File: src/rtl/seq_multdiv.sv
// seq_multdiv: multi-cycle signed 32-bit multiplier (shift-add) and divider (restoring),
// one bit per cycle, fixed 33-cycle start-to-ready latency.
module seq_multdiv (
  input  logic        clock,
  input  logic        resetn,
  input  logic        ctrl_MULT,
  input  logic        ctrl_DIV,
  input  logic [31:0] data_operandA,
  input  logic [31:0] data_operandB,
  output logic [31:0] data_result,
  output logic        data_exception,
  output logic        data_resultRDY,
  output logic        busy
);
  typedef enum logic [1:0] {IDLE, MULT, DIV, DONE} state_t;
  state_t state;
  logic [5:0] count;
  logic [31:0] am, bm, abs_a, abs_b, quo;
  logic [63:0] acc, sh, prod;
  logic [32:0] diff;
  logic neg, div_op, dz, ov;
  always_comb begin
    abs_a = data_operandA[31] ? -data_operandA : data_operandA;
    abs_b = data_operandB[31] ? -data_operandB : data_operandB;
    sh = {acc[62:0], 1'b0};
    diff = {1'b0, sh[63:32]} - {1'b0, bm};
    prod = neg ? -acc : acc;
    quo = neg ? -acc[31:0] : acc[31:0];
  end
  // Multiply consumes |B| MSB-first from bm; divide keeps remainder:quotient in acc.
  always_ff @(posedge clock) begin
    if (!resetn) begin
      state <= IDLE;
      count <= '0;
      data_result <= '0;
      data_exception <= 1'b0;
      data_resultRDY <= 1'b0;
      busy <= 1'b0;
    end else if (ctrl_MULT || ctrl_DIV) begin
      state <= ctrl_MULT ? MULT : DIV;
      div_op <= !ctrl_MULT;
      count <= '0;
      am <= abs_a;
      bm <= abs_b;
      acc <= ctrl_MULT ? 64'd0 : {32'd0, abs_a};
      neg <= data_operandA[31] ^ data_operandB[31];
      dz <= data_operandB == 32'd0;
      ov <= data_operandA == 32'h8000_0000 && data_operandB == 32'hFFFF_FFFF;
      busy <= 1'b1;
      data_resultRDY <= 1'b0;
    end else begin
      data_resultRDY <= 1'b0;
      case (state)
        MULT: begin
          acc <= sh + (bm[31] ? {32'd0, am} : 64'd0);
          bm <= {bm[30:0], 1'b0};
          count <= count + 6'd1;
          state <= count == 6'd31 ? DONE : MULT;
        end
        DIV: begin
          acc <= diff[32] ? sh : {diff[31:0], sh[31:1], 1'b1};
          count <= count + 6'd1;
          state <= count == 6'd31 ? DONE : DIV;
        end
        DONE: begin
          data_result <= div_op ? (dz ? 32'd0 : quo) : prod[31:0];
          data_exception <= div_op ? (dz || ov) : prod[63:32] != {32{prod[31]}};
          data_resultRDY <= 1'b1;
          count <= '0;
          state <= IDLE;
        end
        default: busy <= 1'b0;
      endcase
    end
  end
endmodule
File: config.mk
export PLATFORM = sky130hd
export DESIGN_NAME = seq_multdiv
export DESIGN_NICKNAME = d
export VERILOG_FILES = /design/src/rtl/seq_multdiv.sv
export SDC_FILE = /design/constraint.sdc
export NUM_CORES = 1
export LEC_CHECK = 0
export ABC_CLOCK_PERIOD_IN_PS = 8400
export BUFFER_PORTS_ARGS = -buffer_cell sky130_fd_sc_hd__buf_2
export CAP_MARGIN = 15
export CORE_UTILIZATION = 50
export DETAILED_ROUTE_END_ITERATION = 16
export GPL_TIMING_DRIVEN = 1
export PLACE_DENSITY = 0.68
export SLEW_MARGIN = 20
export SYNTH_ARGS = -nofsm -noshare
export SYNTH_HDL_FRONTEND = slang
export SYNTH_SLANG_ARGS = --single-unit
File: constraint.sdc
create_clock -name clock -period 8.4 [get_ports clock]
set_input_delay 0.42 -clock clock [delete_from_list [all_inputs] [get_ports clock]]
set_output_delay 0.42 -clock clock [all_outputs]
set_load 0.005 [all_outputs]
==> Yosys cells after proc, flatten, opt, wreduce, memory -nomap -nowiden <==
Index checks and enable logic that the tools add are counted.
{ "op_classes": {"add_sub_neg": 7, "eq_ne": 8, "n_mux": 23, "bitwise_logic": 3, "reduce_logical": 16} }
{ "ops": {"columns": ["cell", "n"], "rows": [
  ["2-to-1 mux 32 bit", 9],
  ["2-to-1 mux 64 bit", 3],
  ["case mux 64 bit (2 select lines)", 1],
  ["negation 32 bit", 3],
  ["adder 64 x 32 -> 64 bit", 1],
  ["equality test 32 bit (second input constant)", 2],
  ["negation 64 bit", 1],
  ["subtractor 32 x 32 -> 33 bit", 1],
  ["zero test 32 bit", 1],
  ["inequality test 32 bit", 1],
  ["case mux 6 bit (2 select lines)", 1],
  ["AND reduction 2 bit", 4],
  ["adder 6 x 1 -> 6 bit (second input constant)", 1],
  ["equality test 6 x 5 -> 1 bit (second input constant)", 1],
  ["2-to-1 mux 2 bit", 3],
  ["case mux 2 bit (3 select lines)", 1],
  ["2-to-1 mux 1 bit", 5],
  ["equality test 2 bit (second input constant)", 2],
  ["nonzero test 2 bit", 2],
  ["nonzero test 4 bit", 1],
  ["OR reduction 2 bit", 2],
  ["nonzero test 3 bit", 1],
  ["OR reduction 3 bit", 1],
  ["equality test 2 x 1 -> 1 bit (second input constant)", 1],
  ["other kinds (6)", 8]
]} }
{ "word_totals": {"ff_bits": 175, "input_bits": 68, "out_inout_bits": 35, "wordCells": 70} }

==> Longest topological paths before layout <==
Gate-level depths: netlist of the first run.
{ "logic_depth": {"depth_word": 4, "mapped_depth": 15, "depth_no_buf": 13} }

==> Worst setup path before layout of the first run <==
No wires, ideal clock.
{ "synth_timing": {"kind": "in2reg", "startpoint": "in ctrl_DIV", "endpoint": "reg acc[0], enable pin", "setup_time_ns": 0.486, "arrival_time_ns": 3.819, "path_slack_ns": 4.095, "stages": 6, "path_buffers": 2, "cell_sequence": "clkbuf_1 > nor2_1 > clkbuf_1 > nand2_1 > nor2_1 > nor2_1"} }
{ "synth_between": {"elab_chain_len": 3} }
{ "synth_rtl": {"columns": ["element", "line_no", "source"], "rows": [
  ["from (decl)", "7", "input logic ctrl_DIV,"],
  ["logical OR 1 bit", "39", "end else if (ctrl_MULT || ctrl_DIV) begin"],
  ["nonzero test 3 bit (no source line)", null, null],
  ["AND reduction 2 bit (no source line)", null, null],
  ["to (signal assigned)", "45", "acc <= ctrl_MULT ? 64'd0 : {32'd0, abs_a};"],
  ["to (signal assigned)", "55", "acc <= sh + (bm[31] ? {32'd0, am} : 64'd0);"],
  ["to (signal assigned)", "61", "acc <= diff[32] ? sh : {diff[31:0], sh[31:1], 1'b1};"],
  ["to (decl)", "19", "logic [63:0] acc, sh, prod;"]
]} }
Every way passes these cells.
A chain may end at the register's enable or synchronous reset.

==> Final worst setup path of the first run <==
{ "layout_timing": {"startpoint": "reg acc[1]", "endpoint": "reg data_exception"} }
{ "layout_between": {"elab_chain_len": 4} }
{ "layout_rtl": {"columns": ["element", "line_no", "source"], "rows": [
  ["negation 64 bit", "27", "prod = neg ? -acc : acc;"],
  ["2-to-1 mux 64 bit", "27", null],
  ["inequality test 32 bit", "67", "data_exception <= div_op ? (dz || ov) : prod[63:32] != {32{prod[31]}};"],
  ["2-to-1 mux 1 bit", "67", null],
  ["to (signal assigned)", "67", null],
  ["to (decl)", "11", "output logic data_exception,"]
]} }
Every way passes these cells.

==> key figures, run 1 <==
Routing
  – Via density: 6.31
  – WL final: 43600 um
  – Via Count: 13.9k
  – DRT Pass-1 Iters: 6
  – Initial DRC count: 1346
  – Remaining DRCs: 0
  – ANT nets after route: 0
  – WL/cell: 19.9 um

Die
  – # rows: 62
  – Die span in y: 173 um
  – Initial core utilization: 0.510
  – Die width: 173 um
  – Die area: 0.0301 mm2
  – Core box area: 0.0288 mm2
  – # IOs: 103

Logic synthesis
  – Largest family of logic cells by synthesized area: compound AO/OA/AOI/OAI gates
  – Xor/xnor share of the synthesized area: 0.102
  – Post-synthesis sequential area ratio: 0.329
  – Syn Inst Count: 1763
  – Post-Syn Nets: 1901
  – Area share of and/or/nand/nor cells after synthesis: 0.223
  – Post-synth EDFFs: 132
  – Multiplexer area fraction after synthesis: 0.0106
  – Synth Cell Area: 0.0147 mm2
  – Syn_area_per_cell: 8.33 um2
  – Async set-reset flop share out of synthesis: 0
  – Synth warn: 0
  – Number of distinct library cells after synthesis: 85
  – Yosys reg bits: 175
  – Adder-Cell Fraction of Synth Area: 0.0607
  – Complex-gate fraction of the synthesized area: 0.233
  – Most used DFF post-synth: edfxtp_1

Layout
  – Area Growth Syn to Fin: 9.20%
  – Share of layout cells above drive strength 1: 0.104
  – Final core area utilization: 0.557
  – Ant diodes: 0
  – Fill count: 2634
  – Final #Nets: 1936

Place
  – I/O Buffers: 102
  – Routability-driven placement congestion ratio: 0.940
  – Pre-CTS setup slack: 3450 ps
  – Hpwl dp: 31800 um

Timing
  – Slew HR: 0.277
  – Max Fclk: 199 MHz
  – Setup TNS Final: 0 ps
  – Final setup violating endpoints: 0
  – Worst Tran Pin Value: 1080 ps
  – Setup WS post-layout: 3380 ps
  – Fin crit share: 0.598
  – Tmin final: 5020 ps
  – Final-report hold violation count: 0
  – Worst Skew: 14.8 ps
  – Fin. max-slew vios: 0
  – RSZ-0062 raised after global routing: false

Pwr
  – Worst vdd ir: 0.141 mV
  – Leak: 0.00610 uW
  – Power per Cell Area: 166 mW/mm2

Clocking
  – Clock Path Buffers: 2
  – Clk root buf: clkbuf_16
  – CTS sink cnt: 175
  – Worst skew pair latency: 450 ps
  – Postcts setup bufs: 0
  – Cts repair resizes: 0
  – Hold buffer count at CTS: 0
  – CTS Buf Count: 17
  – Clock Pin Slew Worst Setup and Hold Paths: 70 ps
  – TritonCTS clock tree: done
  – H-Tree Depth: 4

Min path
  – Min-Delay Path Class: primary input to register
  – Hold wc startpoint: resetn

Critical path
  – WP buf/inv: 1
  – Instance count on the critical path: 12
  – Critical Path Slowest Stage Cell: nand4_1
  – Critical Path Source: acc[1]
  – Worst-path cell chain: inv_1 -> ha_1 -> or4b_1 -> nor4_1 -> nand4_1 -> nor4_1 -> xnor2_1 -> a31oi_1 -> or4_2 -> o21ai_0 -> and4_1 -> a31oi_1
  – Crit Path Max Fanout: 20
  – Arrival @ worst endpoint: 5340 ps
  – Critical Path Sink Type: register
  – Reg2reg start: acc[1]
  – Crit path max-delay family: simple AND/OR/NAND/NOR gates
  – Data required, critical path: 8720 ps
  – CP startpoint kind: register
  – Max incr delay on CP: 820 ps
  – Crit path to: data_exception
  – FF-to-FF setup slack: 3380 ps
  – R2r worst-path depth: 12
  – Reg2reg end: data_exception
  – CP Class: register to register

Global route
  – Tot GR Track Use: 0.290
  – Initial antenna violation count: 0
  – Global-route wire length before repair: 69600 um
  – Vias in the first global route: 12.5k
  – Grt ovf: 0
  – Largest net degree at the start of global routing: 75

Status
  – Status: finished, final reports clean

Job
  – Max Cap Violations: 0
## through the flow
step           power (uW)  hold WS (ps)  instance area (um2)  std cells
4_1_cts              2640           227                16000       2195
6_report             2660           234                16000       2195
3_3_place_gp         1820           468                15400       2162
2_1_floorplan        1620           459                14700       1763
3_5_place_dp         1830           485                15400       2163
5_1_grt              2770           244                16000       2195
## worst reg2reg max path, delay by kind of cell, from the launching register on
kind                       cells  cell delay (ps)
DFF                            1              510
xor gates and xnor gates       1              220
AOI/OAI and AO/OA              3              350
and+or+nand+nor                6             3520
buffers and inverters          1              120
adders and majority gates      1              180
## cell type report
class                   instances  area (um2)  share of cell area
clock buffers                  22         507              0.0316
clock inverters                10        87.6             0.00546
inverters                      60         225              0.0140
multi-input cells            1428        9280               0.579
flip-flops and latches        175        4820               0.301
well taps                     384         480              0.0300
repair buffers                116         628              0.0392
## layout by cell type (no fill, tap or decap), types with 58 or more instances in the layout
cell type	netlist	final
ha_1	68	68
edfxtp_1	132	132
xor2_1	67	67
nor2_1	148	144
xnor2_1	102	102
buf_2	5	102
nand2_1	188	188
o21ai_0	132	132
a21oi_1	105	104
inv_1	58	58
## kinds of logic (layout without fill, tap and decap cells)
kind of cell	count (synthesis)	count (layout)
simple gates	653	653
compound gates	520	520
flops	175	175
xor+xnor	170	170
buf+inv	160	208
fa+ha+maj	70	70
mux	15	15
## how the worst min path moves through the flow
stage                           to  cells past startpoint
finish              data_exception                      3
global route        data_exception                      3
CTS                 data_exception                      3
detailed placement            busy                      2
global placement              busy                      2
floorplan                 count[5]                      2
## Yosys cell counts, drive strengths merged, types with 10 or more instances
| library cell | instances | area [um2] |
|---|---|---|
| o21a | 10 | 75.1 |
| inv | 58 | 218 |
| o21ai | 138 | 691 |
| nand2b | 19 | 119 |
| xor2 | 68 | 603 |
| nand3 | 39 | 195 |
| a31oi | 29 | 181 |
| a21oi | 105 | 526 |
| a211oi | 20 | 150 |
| nor4 | 27 | 175 |
| a22oi | 32 | 240 |
| xnor2 | 102 | 893 |
| o31ai | 38 | 285 |
| ha | 68 | 851 |
| nor3 | 45 | 225 |
| or3 | 32 | 205 |
| and3 | 18 | 114 |
| nand4 | 28 | 175 |
| buf | 14 | 70.1 |
| o211ai | 17 | 128 |
| and2 | 38 | 238 |
| clkbuf | 86 | 323 |
| o41ai | 16 | 166 |
| dfxtp | 43 | 861 |
| a311oi | 13 | 114 |
| nand2 | 188 | 706 |
| nor2 | 148 | 556 |
| or4 | 22 | 181 |
| or2 | 10 | 62.6 |
| mux2i | 11 | 110 |
| a21o | 32 | 240 |
| edfxtp | 132 | 3960 |
## report_power, final
| group | internal [uW] | switching, uW | total (uW) |
|---|---|---|---|
| Clock | 439 | 382 | 821 |
| Sequential | 1010 | 85.8 | 1090 |
| Combinational | 294 | 448 | 741 |
| Total | 1740 | 915 | 2660 |
## routing by layer
metal | routed length (um) | track usage | part of all wire
met5 | 0 | 0 | 0
met4 | 518 | 0.0645 | 0.012
met3 | 3710 | 0.0351 | 0.085
met2 | 18200 | 0.420 | 0.42
met1 | 21200 | 0.455 | 0.48
## flip-flops by register name, indices dropped and copies added, names as in the netlist
signal,count
state,2
data_exception,1
ov,1
busy,1
acc,64
count,6
neg,1
bm,32
dz,1
data_resultRDY,1
data_result,32
div_op,1
am,32
No activity file was read; power rests on OpenSTA's default activity.
==> inputs of run 2 (changes only) <==
- ABC_CLOCK_PERIOD_IN_PS: 8400 -> 4900
- clock period: 8.4 -> 4.9 ns (I/O delays scaled with it)
==> run 2 against run 1 <==
Net effect:
- clock skew grew 4.8 ps
- sequential power up 72%
- setup slack worse by 2800 ps
- clock power grew 74%
- power rose by 72%
- clock-buffer cell count shrank 3
- register-to-register slack worse by 2800 ps
- hold slack lost 180 ps
- die area unchanged
- first-iteration DRC count is essentially flat
- critical path type unchanged
- largest cell class unchanged
- highest routed layer unchanged
==> key figures, run 2 (synthesized netlist as in run 1, its figures left out) <==
Routing
  – WL final: 42800 um (-1.8%)
  – Via Count: 14.0k (+0.79%)
  – DRT Pass-1 Iters: 5 (-1)
  – Remaining DRCs: 0 (unchanged)
  – WL/cell: 19.4 um (-2.5%)
  – Initial DRC count: 1345 (-0.074%)
  – ANT nets after route: 0 (unchanged)
  – Via density: 6.32 (+0.15%)

Timing
  – Slew HR: 0.284 (+0.00724)
  – RSZ-0062 raised after global routing: false
  – Fin. max-slew vios: 0 (unchanged)
  – Final setup violating endpoints: 0 (unchanged)
  – Worst Skew: 19.6 ps (+4.82 ps)
  – Worst Tran Pin Value: 1070 ps (-11.1 ps)
  – WHS: 51.2 ps (-183 ps)
  – Max Fclk: 231 MHz (+16%)
  – Final-report hold violation count: 0 (unchanged)
  – Tmin final: 4330 ps (-690 ps)
  – Fin crit share: 0.884 (+0.286)
  – Setup WS post-layout: 568 ps (-2810 ps)
  – Setup TNS Final: 0 ps (unchanged)

Pwr
  – Worst vdd ir: 0.254 mV (+80%)
  – Sequential share of power: 0.411 (about the same)
  – Leak: 0.00618 uW (+1.3%)
  – Power per Cell Area: 283 mW/mm2 (+71%)
  – Switch share: 0.344 (-0.000481)
  – Internal: 2990 uW (+72%)
  – Net switching power: 1570 uW (+72%)
  – Power share of the combinational group: 0.276 (-0.003)
  – Clk pwr share: 0.313 (+0.004)

Global route
  – Met2 usage: 0.423 (+0.00251)
  – Met3 usage: 0.0436 (+0.00855)
  – Initial antenna violation count: 0 (unchanged)
  – Global routing's busiest layer: met1
  – Largest net degree at the start of global routing: 74 (-1.3%)
  – Global-route wire length before repair: 69000 um (-0.87%)
  – Grt ovf: 0 (unchanged)
  – M1 GR Usage: 0.432 (-0.0227)
  – Vias in the first global route: 12.7k (+2.0%)
  – Tot GR Track Use: 0.285 (-0.00487)

Critical path
  – Reg2reg end: acc[54]
  – FF-to-FF setup slack: 570 ps (-2810 ps)
  – Worst-path cell chain: and2_1 -> ha_1 -> a21oi_1 -> nand4b_1 -> a211oi_1 -> o21ai_0 -> o21ba_2 -> o31a_1 -> a211oi_1 -> nor2_1 -> or4b_2 -> nand3_1
  – Arrival @ worst endpoint: 4650 ps (-690 ps)
  – Critical Path Sink Type: register
  – R2r worst-path depth: 12 (unchanged)
  – Reg2reg start: bm[31]
  – Crit Path Max Fanout: 26 (+30%)
  – Critical Path Slowest Stage Cell: edfxtp_1
  – CP dominant cell by count: a211oi_1
  – CP startpoint kind: register
  – CP Class: register to register
  – Max incr delay on CP: 720 ps (-100 ps)
  – Data required, critical path: 5210 ps (-3510 ps)

Die
  – # rows: 62 (unchanged)
  – Die width: 173 um (unchanged)
  – Die area: 0.0301 mm2 (unchanged)
  – Core box area: 0.0288 mm2 (unchanged)
  – Initial core utilization: 0.510 (unchanged)
  – Die span in y: 173 um (unchanged)
  – # IOs: 103 (unchanged)

Layout
  – Most frequent cells in the layout: nand2_1, nor2_1, o21ai_0, edfxtp_1, a21oi_1
  – Largest register FFs: 64 (unchanged)
  – Final #Nets: 1950 (+0.72%)
  – Area Growth Syn to Fin: 9.94%
  – Final std cells w/o fill: 2209 (+0.64%)
  – Ant diodes: 0 (unchanged)
  – Share of layout cells above drive strength 1: 0.112 (+0.00797)
  – Fill count: 2640 (+0.23%)
  – Top reg by flops: acc
  – Commonest non-fill, non-tap cell in the layout: nand2_1
  – Final core area utilization: 0.561 (+0.00378)

Clocking
  – Hold buffer count at CTS: 0 (unchanged)
  – Clock Path Buffers: 2 (unchanged)
  – CTS sink cnt: 175 (unchanged)
  – TritonCTS clock tree: done
  – Clock Pin Slew Worst Setup and Hold Paths: 70 ps (about the same)
  – Clk root buf: clkbuf_16
  – CTS Buf Count: 17 (unchanged)
  – Cts repair resizes: 0 (unchanged)
  – Postcts setup bufs: 0 (unchanged)
  – H-Tree Depth: 4 (unchanged)
  – Worst skew pair latency: 460 ps (about the same)

Min path
  – WHS Endpoint: data_exception
  – Worst Hold Path Cells: 3 (unchanged)
  – Hold wc startpoint: resetn
  – Min-Delay Path Class: primary input to register

Status
  – Status: finished, final reports clean

Place
  – Inst Count DP: 2177 (+0.65%)
  – Pre-CTS setup slack: 467 ps (-2980 ps)
  – Routability-driven placement congestion ratio: 0.949 (+0.94%)
  – Hpwl dp: 31900 um (about the same)
  – I/O Buffers: 102 (unchanged)

Job
  – Max Cap Violations: 0 (unchanged)
run 2: worst max-delay path by stage:
stage               startpoint  endpoint  slack [ps]  depth (start not counted)
floorplan             ctrl_DIV    acc[0]         770                          6
global placement        bm[31]   acc[38]         590                         12
CTS                     bm[31]   acc[38]         430                         12
detailed placement      bm[31]   acc[38]         470                         12
finish                  bm[31]   acc[54]         570                         12
global route            bm[31]   acc[38]         350                         12
run 2: cell type report:
class / count / area (um2) / area share
clock buffers: 19 / 475 / 0.0295
clock inverters: 13 / 131 / 0.00814
inverters: 60 / 225 / 0.0140
multi-input cells: 1428 / 9280 / 0.575
flip-flops and latches: 175 / 4820 / 0.299
well taps: 384 / 480 / 0.0298
repair buffers: 130 / 721 / 0.0447
run 2: routing by layer:
metal / vias up / share of wire
met4: 0 / 0.014
met2: 650 / 0.42
li1: 6658 / -
met1: 6610 / 0.47
met5: - / 0
met3: 52 / 0.091
run 2: power groups by stage:
stage	Sequential, uW	Clock [uW]	Combinational, uW
finish	1880	1430	1260
global route	1890	1490	1390
CTS	1870	1440	1240
detailed placement	1900	0	1230
global placement	1900	0	1220
floorplan	1820	0	953
run 2: critical path, delay by kind of cell (launching register included):
| kind | cells | cell delay, ps |
|---|---|---|
| simple gates | 5 | 1480 |
| flops | 1 | 720 |
| compound gates | 6 | 1690 |
| fa+ha+maj | 1 | 280 |
run 2: per-stage QoR:
step	total power [uW]	area (um2)
4_1_cts	4550	16100
6_report	4560	16100
2_1_floorplan	2770	14700
3_3_place_gp	3120	15500
3_5_place_dp	3130	15500
5_1_grt	4770	16100
